$ cat src/rtl/rectangle128_core.sv
// -----------------------------------------------------------------------------
// rectangle128_core
// Iterative RECTANGLE-128 encrypt/decrypt datapath for one 64-bit block, one
// round per clock. Reads round subkeys from an external subkey memory with a
// one-clock read latency.
//
// Ports:
//   Clk          rising-edge clock
//   RstN         asynchronous active-low reset
//   Start        request; sampled only when idle (IDLE or DONE)
//   Encrypt      1 = encrypt, 0 = decrypt; latched with Start
//   plainText    input block (ciphertext when decrypting); latched with Start
//   skey_ready   subkey memory holds a complete schedule; gates start, aborts
//   RAddr        subkey read index presented to the memory
//   KeyOut       subkey data, valid one clock after RAddr
//   cipherText   result block, held until the next result
//   cipherReady  result valid level, cleared when the next Start is accepted
//   Busy         operation in progress
//
// Row mapping: row0=[15:0], row1=[31:16], row2=[47:32], row3=[63:48].
// -----------------------------------------------------------------------------
module rectangle128_core #(
    parameter int NROUNDS    = 25,
    parameter int MEM_RD_LAT = 1
) (
    input  logic        Clk,
    input  logic        RstN,
    input  logic        Start,
    input  logic        Encrypt,
    input  logic [63:0] plainText,
    input  logic        skey_ready,
    output logic [4:0]  RAddr,
    input  logic [63:0] KeyOut,
    output logic [63:0] cipherText,
    output logic        cipherReady,
    output logic        Busy
);

    // Counter must reach NROUNDS+1: rounds 0..NROUNDS plus one write-back slot.
    localparam int            CW       = $clog2(NROUNDS + 2);
    localparam logic [CW-1:0] LAST_C   = CW'(NROUNDS);
    localparam logic [CW-1:0] WB_C     = CW'(NROUNDS + 1);
    localparam logic [4:0]    LAST_IDX = 5'(NROUNDS);

    if (MEM_RD_LAT != 1) begin : g_bad_rd_lat
        $error("rectangle128_core: MEM_RD_LAT must be 1");
    end

    typedef enum logic [1:0] {
        S_IDLE  = 2'd0,
        S_PRIME = 2'd1,
        S_ROUND = 2'd2,
        S_DONE  = 2'd3
    } state_t;

    state_t        state_q, state_d;
    logic [63:0]   data_q, data_d;
    logic          enc_q, enc_d;
    logic [CW-1:0] cnt_q, cnt_d;
    logic [4:0]    raddr_q, raddr_d;
    logic [63:0]   ctext_q, ctext_d;
    logic          crdy_q, crdy_d;
    logic          busy_q, busy_d;

    logic          accept_s;
    logic [4:0]    raddr_step_s;
    logic [63:0]   key_mix_s;
    logic [63:0]   round_s;

    // ---------------------------------------------------------------- helpers
    function automatic logic [3:0] sbox(input logic [3:0] x);
        case (x)
            4'h0: sbox = 4'h6;  4'h1: sbox = 4'h5;  4'h2: sbox = 4'hC;  4'h3: sbox = 4'hA;
            4'h4: sbox = 4'h1;  4'h5: sbox = 4'hE;  4'h6: sbox = 4'h7;  4'h7: sbox = 4'h9;
            4'h8: sbox = 4'hB;  4'h9: sbox = 4'h0;  4'hA: sbox = 4'h3;  4'hB: sbox = 4'hD;
            4'hC: sbox = 4'h8;  4'hD: sbox = 4'hF;  4'hE: sbox = 4'h4;  4'hF: sbox = 4'h2;
            default: sbox = 4'h0;
        endcase
    endfunction

    function automatic logic [3:0] inv_sbox(input logic [3:0] x);
        case (x)
            4'h0: inv_sbox = 4'h9;  4'h1: inv_sbox = 4'h4;  4'h2: inv_sbox = 4'hF;  4'h3: inv_sbox = 4'hA;
            4'h4: inv_sbox = 4'hE;  4'h5: inv_sbox = 4'h1;  4'h6: inv_sbox = 4'h0;  4'h7: inv_sbox = 4'h6;
            4'h8: inv_sbox = 4'hC;  4'h9: inv_sbox = 4'h7;  4'hA: inv_sbox = 4'h3;  4'hB: inv_sbox = 4'h8;
            4'hC: inv_sbox = 4'h2;  4'hD: inv_sbox = 4'hB;  4'hE: inv_sbox = 4'h5;  4'hF: inv_sbox = 4'hD;
            default: inv_sbox = 4'h0;
        endcase
    endfunction

    // Column j is the nibble {row3[j],row2[j],row1[j],row0[j]}, row0 as LSB.
    function automatic logic [63:0] sub_column(input logic [63:0] d, input logic inv);
        logic [3:0]  nib;
        logic [3:0]  sub;
        logic [63:0] r;
        r = 64'h0;
        for (int j = 0; j < 16; j++) begin
            nib = {d[48+j], d[32+j], d[16+j], d[j]};
            if (inv) begin
                sub = inv_sbox(nib);
            end else begin
                sub = sbox(nib);
            end
            r[j]    = sub[0];
            r[16+j] = sub[1];
            r[32+j] = sub[2];
            r[48+j] = sub[3];
        end
        return r;
    endfunction

    // Forward: row1 rotl 1, row2 rotl 12, row3 rotl 13; inverse rotates right.
    function automatic logic [63:0] shift_row(input logic [63:0] d, input logic inv);
        logic [15:0] r1;
        logic [15:0] r2;
        logic [15:0] r3;
        r1 = d[31:16];
        r2 = d[47:32];
        r3 = d[63:48];
        if (inv) begin
            return {{r3[12:0], r3[15:13]}, {r2[11:0], r2[15:12]}, {r1[0], r1[15:1]}, d[15:0]};
        end else begin
            return {{r3[2:0], r3[15:3]}, {r2[3:0], r2[15:4]}, {r1[14:0], r1[15]}, d[15:0]};
        end
    endfunction

    // State and datapath registers.
    always_ff @(posedge Clk or negedge RstN) begin
        if (!RstN) begin
            state_q <= S_IDLE;
            data_q  <= 64'h0;
            enc_q   <= 1'b0;
            cnt_q   <= {CW{1'b0}};
            raddr_q <= 5'd0;
            ctext_q <= 64'h0;
            crdy_q  <= 1'b0;
            busy_q  <= 1'b0;
        end else begin
            state_q <= state_d;
            data_q  <= data_d;
            enc_q   <= enc_d;
            cnt_q   <= cnt_d;
            raddr_q <= raddr_d;
            ctext_q <= ctext_d;
            crdy_q  <= crdy_d;
            busy_q  <= busy_d;
        end
    end

    // Next-state logic; losing skey_ready while working abandons the block.
    always_comb begin
        state_d = state_q;
        case (state_q)
            S_IDLE, S_DONE: begin
                if (Start && skey_ready) begin
                    state_d = S_PRIME;
                end else begin
                    state_d = state_q;
                end
            end
            S_PRIME: begin
                if (!skey_ready) begin
                    state_d = S_IDLE;
                end else begin
                    state_d = S_ROUND;
                end
            end
            S_ROUND: begin
                if (!skey_ready) begin
                    state_d = S_IDLE;
                end else if (cnt_q == WB_C) begin
                    state_d = S_DONE;
                end else begin
                    state_d = S_ROUND;
                end
            end
            default: state_d = S_IDLE;
        endcase
    end

    // One round of the cipher selected by direction and round index.
    always_comb begin
        key_mix_s = data_q ^ KeyOut;
        if (enc_q) begin
            if (cnt_q == LAST_C) begin
                round_s = key_mix_s;
            end else begin
                round_s = shift_row(sub_column(key_mix_s, 1'b0), 1'b0);
            end
        end else begin
            if (cnt_q == {CW{1'b0}}) begin
                round_s = key_mix_s;
            end else begin
                round_s = sub_column(shift_row(data_q, 1'b1), 1'b1) ^ KeyOut;
            end
        end
    end

    // Subkey index walks toward the far end of the schedule and sticks there.
    always_comb begin
        if (enc_q) begin
            if (raddr_q == LAST_IDX) begin
                raddr_step_s = raddr_q;
            end else begin
                raddr_step_s = raddr_q + 5'd1;
            end
        end else begin
            if (raddr_q == 5'd0) begin
                raddr_step_s = raddr_q;
            end else begin
                raddr_step_s = raddr_q - 5'd1;
            end
        end
    end

    // Output / datapath register updates for each state.
    always_comb begin
        data_d   = data_q;
        enc_d    = enc_q;
        cnt_d    = cnt_q;
        raddr_d  = raddr_q;
        ctext_d  = ctext_q;
        crdy_d   = crdy_q;
        busy_d   = busy_q;
        accept_s = Start && skey_ready;
        case (state_q)
            S_IDLE, S_DONE: begin
                if (accept_s) begin
                    data_d  = plainText;
                    enc_d   = Encrypt;
                    raddr_d = Encrypt ? 5'd0 : LAST_IDX;
                    cnt_d   = {CW{1'b0}};
                    crdy_d  = 1'b0;
                    busy_d  = 1'b1;
                end else begin
                    busy_d  = 1'b0;
                end
            end
            S_PRIME: begin
                if (!skey_ready) begin
                    busy_d = 1'b0;
                    crdy_d = 1'b0;
                end else begin
                    raddr_d = raddr_step_s;
                    cnt_d   = {CW{1'b0}};
                end
            end
            S_ROUND: begin
                if (!skey_ready) begin
                    busy_d = 1'b0;
                    crdy_d = 1'b0;
                end else begin
                    raddr_d = raddr_step_s;
                    cnt_d   = cnt_q + {{(CW-1){1'b0}}, 1'b1};
                    if (cnt_q == WB_C) begin
                        // Write-back slot: publish the finished block.
                        ctext_d = data_q;
                        crdy_d  = 1'b1;
                        busy_d  = 1'b0;
                    end else begin
                        data_d  = round_s;
                    end
                end
            end
            default: begin
                busy_d = 1'b0;
                crdy_d = 1'b0;
            end
        endcase
    end

    assign RAddr       = raddr_q;
    assign cipherText  = ctext_q;
    assign cipherReady = crdy_q;
    assign Busy        = busy_q;

endmodule

$ cat config.mk
export PLATFORM = sky130hd
export DESIGN_NAME = rectangle128_core
export DESIGN_NICKNAME = d
export VERILOG_FILES = /design/src/rtl/rectangle128_core.sv
export SDC_FILE = /design/constraint.sdc
export NUM_CORES = 1
export LEC_CHECK = 0
export ABC_AREA = 1
export CORE_UTILIZATION = 50
export CTS_BUF_LIST = sky130_fd_sc_hd__clkbuf_4 sky130_fd_sc_hd__clkbuf_8 sky130_fd_sc_hd__clkbuf_16
export CTS_CLUSTER_SIZE = 20
export DETAILED_ROUTE_END_ITERATION = 16
export GPL_ROUTABILITY_DRIVEN = 0
export PLACE_DENSITY = 0.85
export REMOVE_ABC_BUFFERS = 1
export SLEW_MARGIN = 15
export SYNTH_ARGS = -nofsm -noshare
export SYNTH_HDL_FRONTEND = slang
export SYNTH_SLANG_ARGS = --single-unit
$ cat constraint.sdc
create_clock -name Clk -period 4 [get_ports Clk]
set_input_delay 0.8 -clock Clk [delete_from_list [all_inputs] [get_ports Clk]]
set_output_delay 0.8 -clock Clk [all_outputs]
set_load 0.05 [all_outputs]
==> metrics.md, run 1 <==
| Metric | Value |
|---|---|
| Hold Crit Class | `primary input to asynchronous set/reset pin` |
| CP top delay family | `buffers and inverters` |
| IO Pins | `204` |
| Crit path required time | `4.37 ns` |
| Starting Density | `51.28%` |
| Final Hold Viols | `0` |
| Synth Flop Type | `dfrtp_1` |
| Area growth from synthesis to layout | `16.29%` |
| Final wirelength | `53860 um` |
| Nets | `3226` |
| Multi-input gate area | `11300 um2` |
| Total number of vias | `approximately 19000` |
| Sequential-to-total area share from yosys stat | `21.95%` |
| Layout cells sized above 1 | `2.324%` |
| Initial antenna violation count | `3` |
| DRC | `0` |
| Sequential Area | `3578 um2` |
| IO Port Bufs | `203` |
| Insertion delay to the later sink of the worst-skew pair | `between 0.4 and 0.5 ns` |
| Global-route wire length before repair | `87280 um` |
| Die Y | `182.6 um` |
| VDD IR-drop max | `441.0 uV` |
| Die ar. | `33340 um2` |
| Final instance area | `18960 um2` |
| Syn_area_per_cell | `about 5.7 um2` |
| Worst-Margin Slew | `roughly 1.1 ns` |
| Clock Tree Root | `clkbuf_16` |
| GR Overflow Total | `0` |
| Max FO, Critical Path | `roughly 110` |
| Slew HR | `28.91%` |
| Number of global-route vias before repair | `18230` |
| Inst Count DP | `~3400` |
| Slowest CP cell | `inv_4` |
| CP arrival | `2.93 ns` |
| Gr usage total | `around a third` |
| Mux cell area share after synthesis | `0%` |
| Final Skew | `0.01237 ns` |
| Core box area | `roughly 32000 um2` |
| Largest net degree at the start of global routing | `112` |
| Largest family of logic cells by synthesized area | `simple AND/OR/NAND/NOR gates` |
| Crit path top cell by count | `nand2_1` |
| Crit Path Class | `primary input to flip-flop` |
| Synth Area in Simple Gates | `between 50% and 60%` |
| CTS Sinks | `~140` |
| Worst Path Buf+Inv | `3` |
| Cell leakage power | `10.42 nW` |
| Cts hold-fix bufs | `0` |
| Vias per cell | `5.700` |
| Final setup vio count | `0` |
| Wire length per cell | `15.81 um` |
| Tmin final | `2.559 ns` |
| MaxCap Viol Count | `0` |
| DP Wirelength | `about 38000 um` |
| Netlist cell types | `34` |
| Async SR Flop Fraction | `100.0%` |
| Crit path launch type | `primary input` |
| Placed Area | `18360 um2` |
| Critical Path Max Stage Delay | `0.74 ns` |
| Tot Pwr | `14.31 mW` |
| Crit. End Element | `flip-flop` |
| #FFs+latches synth | `143` |
| Pre-antenna DRT Iters | `8` |
| Crit-path cells | `clkdlybuf4s50_1 -> nand2_1 -> nor2_1 -> inv_4 -> buf_4 -> nand2_1 -> o21ai_1` |
| Total negative setup slack | `0 ns` |
| CTS tree | `yes` |
| Final period utilization | `63.98%` |
| Synth Instances | `2840` |
| Routed Antenna Nets | `0` |
| EDFF count, synth | `0` |
| Fillers | `about 3000` |
| Clock-pin slew on the worst setup and hold paths | `0.06 ns` |
| H-tree lvl count | `4` |
| Max clock buf depth | `2` |
| CTS Buf Count | `17` |
| Yosys warning total | `0` |
| # resized after CTS | `0` |
| Max-slew violations | `0` |
| Power density cells | `754.8 nW/um2` |
| Mapped cell area | `~16000 um2` |
| RSZ-0062 raised after global routing | `no` |
| DIE WIDTH | `182.6 um` |
| Fmax achieved | `390.8 MHz` |
| Final Non-Filler Cells | `3406` |
| Compound-Gate Fraction of Synth Area | `5.663%` |
| Run status | `complete, no violations` |
| FP Rows | `65` |
| Initial drt markers | `2399` |
| Synth Area in XOR/XNOR | `roughly 1.7%` |
| Adder-Cell Fraction of Synth Area | `around a tenth` |
| Post-CTS setup buffer count | `0` |
flip-flops by register name (all words and copies together) (netlist names):
| name | cells |
|---|---|
| cipherText | 64 |
| cnt_q | 5 |
| cipherReady | 1 |
| RAddr | 5 |
| Busy | 1 |
| enc_q | 1 |
| state_q | 2 |
| data_q | 64 |
final timing paths:
path	start	to	slack, ns	cells past startpoint
min	RstN	cipherText[3]$_DFFE_PN0P_	0.32	1
max reg2reg	cnt_q[0]$_DFFE_PN0P_	data_q[54]$_DFFE_PN0P_	1.58	12
min reg2reg	cipherText[29]$_DFFE_PN0P_	cipherText[29]$_DFFE_PN0P_	0.49	2
max in group asynchronous	RstN	data_q[34]$_DFFE_PN0P_	2.86	2
min in group Clk	cipherText[29]$_DFFE_PN0P_	cipherText[29]$_DFFE_PN0P_	0.49	2
max	skey_ready	cipherText[1]$_DFFE_PN0P_	1.44	7
per-stage QoR:
stage	setup slack (ns)	hold WS, ns	utilization, %
finish	1.441	0.3181	59.63
global route	1.275	0.3898	59.62
CTS	1.462	0.3736	59.61
global placement	1.147	0.4650	57.72
detailed placement	1.017	0.4739	57.72
floorplan	-0.7167	0.5044	-
per-layer routing:
layer | track usage (%) | share of wire, % | up-vias
met3 | 5.668 | 9.6 | 222
met2 | 53.50 | 46 | 1131
met1 | 40.04 | 40 | 8778
met5 | 0 | 0.032 | -
met4 | 17.31 | 4.8 | 2
li1 | - | - | 9282
kinds of logic (layout without fill, tap and decap cells):
family | Yosys count | count (layout)
simple gates | 2027 | 2027
xor+xnor | 32 | 32
fa+ha+maj | 137 | 137
compound gates | 182 | 182
other cells | 0 | 2
flops | 143 | 143
buf+inv | 319 | 448
cells in the mapped netlist (all sizes together), types with 2 or more instances:
library cell | instances | share of area [%]
nor2 | 196 | 4.6
o22ai | 2 | 0.077
nand2 | 1315 | 30
nor3b | 2 | 0.12
xor2 | 16 | 0.86
nand3b | 17 | 0.78
ha | 136 | 10
nand3 | 487 | 15
clkbuf | 18 | 0.45
inv | 197 | 4.5
xnor2 | 16 | 0.86
dfrtp | 143 | 22
buf | 103 | 3.9
nand4 | 8 | 0.31
a21oi | 95 | 2.9
o21ai | 84 | 2.6
cell usage in the layout (no fill, tap or decap), types with 27 or more instances in the layout:
| master | instances |
|---|---|
| nand2_1 | 1310 |
| o21ai_1 | 55 |
| inv_1 | 188 |
| nor2_1 | 193 |
| dfrtp_1 | 143 |
| a21oi_1 | 95 |
| o21ai_0 | 27 |
| clkdlybuf4s50_1 | 202 |
| nand3_1 | 487 |
| ha_1 | 135 |
power by group:
part / switching, mW / total (mW) / internal (mW)
combinational: 6.62 / 9.87 / 3.24
clock: 0.736 / 1.71 / 0.970
sequential: 0.906 / 2.74 / 1.84
total: 8.26 / 14.3 / 6.05
cell type report:
| type | count | share of cell area [%] |
|---|---|---|
| Sequential cell | 143 | 18.87 |
| Antenna cell | 2 | 0.02639 |
| Clock inverter | 12 | 0.7126 |
| Timing Repair Buffer | 218 | 11.51 |
| Multi-Input combinational cell | 2378 | 59.60 |
| Tap cell | 435 | 2.870 |
| Inverter | 198 | 3.946 |
| Clock buffer | 20 | 2.461 |
(Power assumes the default switching activity.)
==> run 2, diff against run 1 <==
Settings changed: PLACE_DENSITY 0.85 to 0.88.
Clock period 4 ns to 2.1 ns, I/O delays scaled along.
==> metrics.md, run 2 (synthesized netlist as in run 1, its figures left out) <==
| Metric | Value |
|---|---|
| Run status | `complete, no violations` |
| Slowest CP cell | `clkdlybuf4s50_1` |
| Hold Crit Class | `primary input to asynchronous set/reset pin` |
| Fmax achieved | `around 480 MHz` |
| Total negative setup slack | `0 ns` |
| VDD IR-drop max | `1059 uV` |
| Max FO, Critical Path | `2` |
| DIE WIDTH | `182.6 um` |
| CTS Sinks | `143` |
| Largest net degree at the start of global routing | `60` |
| CTS Buf Count | `17` |
| Layout cells sized above 1 | `6.434%` |
| Clock Tree Root | `clkbuf_16` |
| MaxCap Viol Count | `0` |
| Core box area | `approximately 32000 um2` |
| Critical Path Max Stage Delay | `0.82 ns` |
| CP arrival | `between 1.5 and 2 ns` |
| RSZ-0062 raised after global routing | `yes` |
| Total number of vias | `roughly 20000` |
| Gr usage total | `34.15%` |
| Vias per cell | `around 5.7` |
| Place WS | `-0.2047 ns` |
| Most common cell after layout, fill and taps aside | `nand2_1` |
| Final setup vio count | `0` |
| Crit path required time | `~1.7 ns` |
| DRC | `0` |
| IO Pins | `204` |
| Crit Path Class | `flip-flop to output port` |
| FP Rows | `65` |
| Crit. End Element | `output port` |
| Slew HR | `49.01%` |
| Worst Path Buf+Inv | `1` |
| Routed Antenna Nets | `0` |
| Die ar. | `33340 um2` |
| Final period utilization | `99.12%` |
| Tmin final | `roughly 2.1 ns` |
| GR Overflow Total | `0` |
| Commonest cells after routing, fill and taps aside | `nand2_1 (1309), nand3_1 (487), clkdlybuf4s50_1 (196), nor2_1 (193), inv_1 (185)` |
| Die Y | `182.6 um` |
| H-tree lvl count | `4` |
| Stages on worst setup path | `1` |
| Initial drt markers | `about 2300` |
| Final instance area | `20010 um2` |
| Worst-Margin Slew | `about 0.76 ns` |
| CP top delay family | `buffers and inverters` |
| IO Port Bufs | `203` |
| Crit path launch type | `flip-flop` |
| Area growth from synthesis to layout | `22.74%` |
| Power density cells | `1445 nW/um2` |
| Max-slew violations | `0` |
| Max clock buf depth | `2` |
| CTS tree | `yes` |
| Global-route wire length before repair | `91580 um` |
| Starting Density | `51.28%` |
| Pre-antenna DRT Iters | `8` |
| Initial antenna violation count | `8` |
| Insertion delay to the later sink of the worst-skew pair | `0.46 ns` |
| Reg2reg path depth | `12` |
| Cell leakage power | `11.10 nW` |
| Placed Area | `19420 um2` |
| Post-layout worst setup margin | `0.01855 ns` |
| Nets | `3351` |
| Wire length per cell | `16.19 um` |
| Final Skew | `0.009742 ns` |
| Crit-path cells | `clkdlybuf4s50_1` |
| Clock-pin slew on the worst setup and hold paths | `0.07 ns` |
| Final wirelength | `57210 um` |
| DP Wirelength | `41730 um` |
| Final Hold Viols | `0` |
| Number of global-route vias before repair | `19030` |
## run 2: report_power, final
group | internal, mW | switching (mW)
combinational | 7.33 | 13.8
clock | 1.64 | 1.39
sequential | 3.51 | 1.27
total | 12.5 | 16.5
## run 2: metrics by stage
stage / instances / hold slack [ns] / util [%] / power [mW]
after floorplan: 2719 / 0.1244 / - / 18.41
after global placement: 3495 / 0.3815 / 61.06 / 24.08
after detailed placement: 3495 / 0.3830 / 61.06 / 25.06
after CTS: 3527 / 0.4805 / 62.81 / 28.23
after global routing: 3532 / 0.5019 / 62.92 / 31.51
final: 3534 / 0.4666 / 62.94 / 28.93
## run 2: repair_timing
| action | in CTS | in global routing |
|---|---|---|
| pin swaps | 0 | 0 |
| endpoints found under the hold margin | 34 | 0 |
| endpoints found under the setup margin | 3 | 12 |
| buffers inserted | 0 | 1 |
| hold buffers | 1 | 0 |
| resized for setup | 3 | 11 |
## run 2: metal layers
layer | track usage (%) | up-vias | share of wire [%]
li1 | - | 9555 | -
met1 | 42.06 | 9180 | 38
met2 | 55.56 | 1228 | 45
met3 | 6.366 | 256 | 11
met4 | 20.30 | 2 | 5.4
met5 | 0 | - | 0.017
## run 2: final cells by class
class / count / area, um2
fill: 2774 / 11790
multi-input combinational: 2378 / 11300
sequential: 143 / 3582
timing repair buffer: 343 / 3266
inverter: 198 / 752.0
tap: 435 / 544.3
clock buffer: 18 / 432.9
clock inverter: 13 / 118.9
antenna: 6 / 15.01
## run 2: final timing paths
| kind | start | end | slack (ns) |
|---|---|---|---|
| worst max register to register | data_q[15]$_DFFE_PN0P_ | data_q[60]$_DFFE_PN0P_ | 0.10 |
| worst max-delay path | cipherText[26]$_DFFE_PN0P_ | cipherText[26] | 0.02 |
| worst min register to register | cipherText[21]$_DFFE_PN0P_ | cipherText[21]$_DFFE_PN0P_ | 0.49 |
| max in group asynchronous | RstN | data_q[11]$_DFFE_PN0P_ | 0.92 |
| min in group Clk | cipherText[21]$_DFFE_PN0P_ | cipherText[21]$_DFFE_PN0P_ | 0.49 |
| worst min-delay path | RstN | cipherText[46]$_DFFE_PN0P_ | 0.47 |
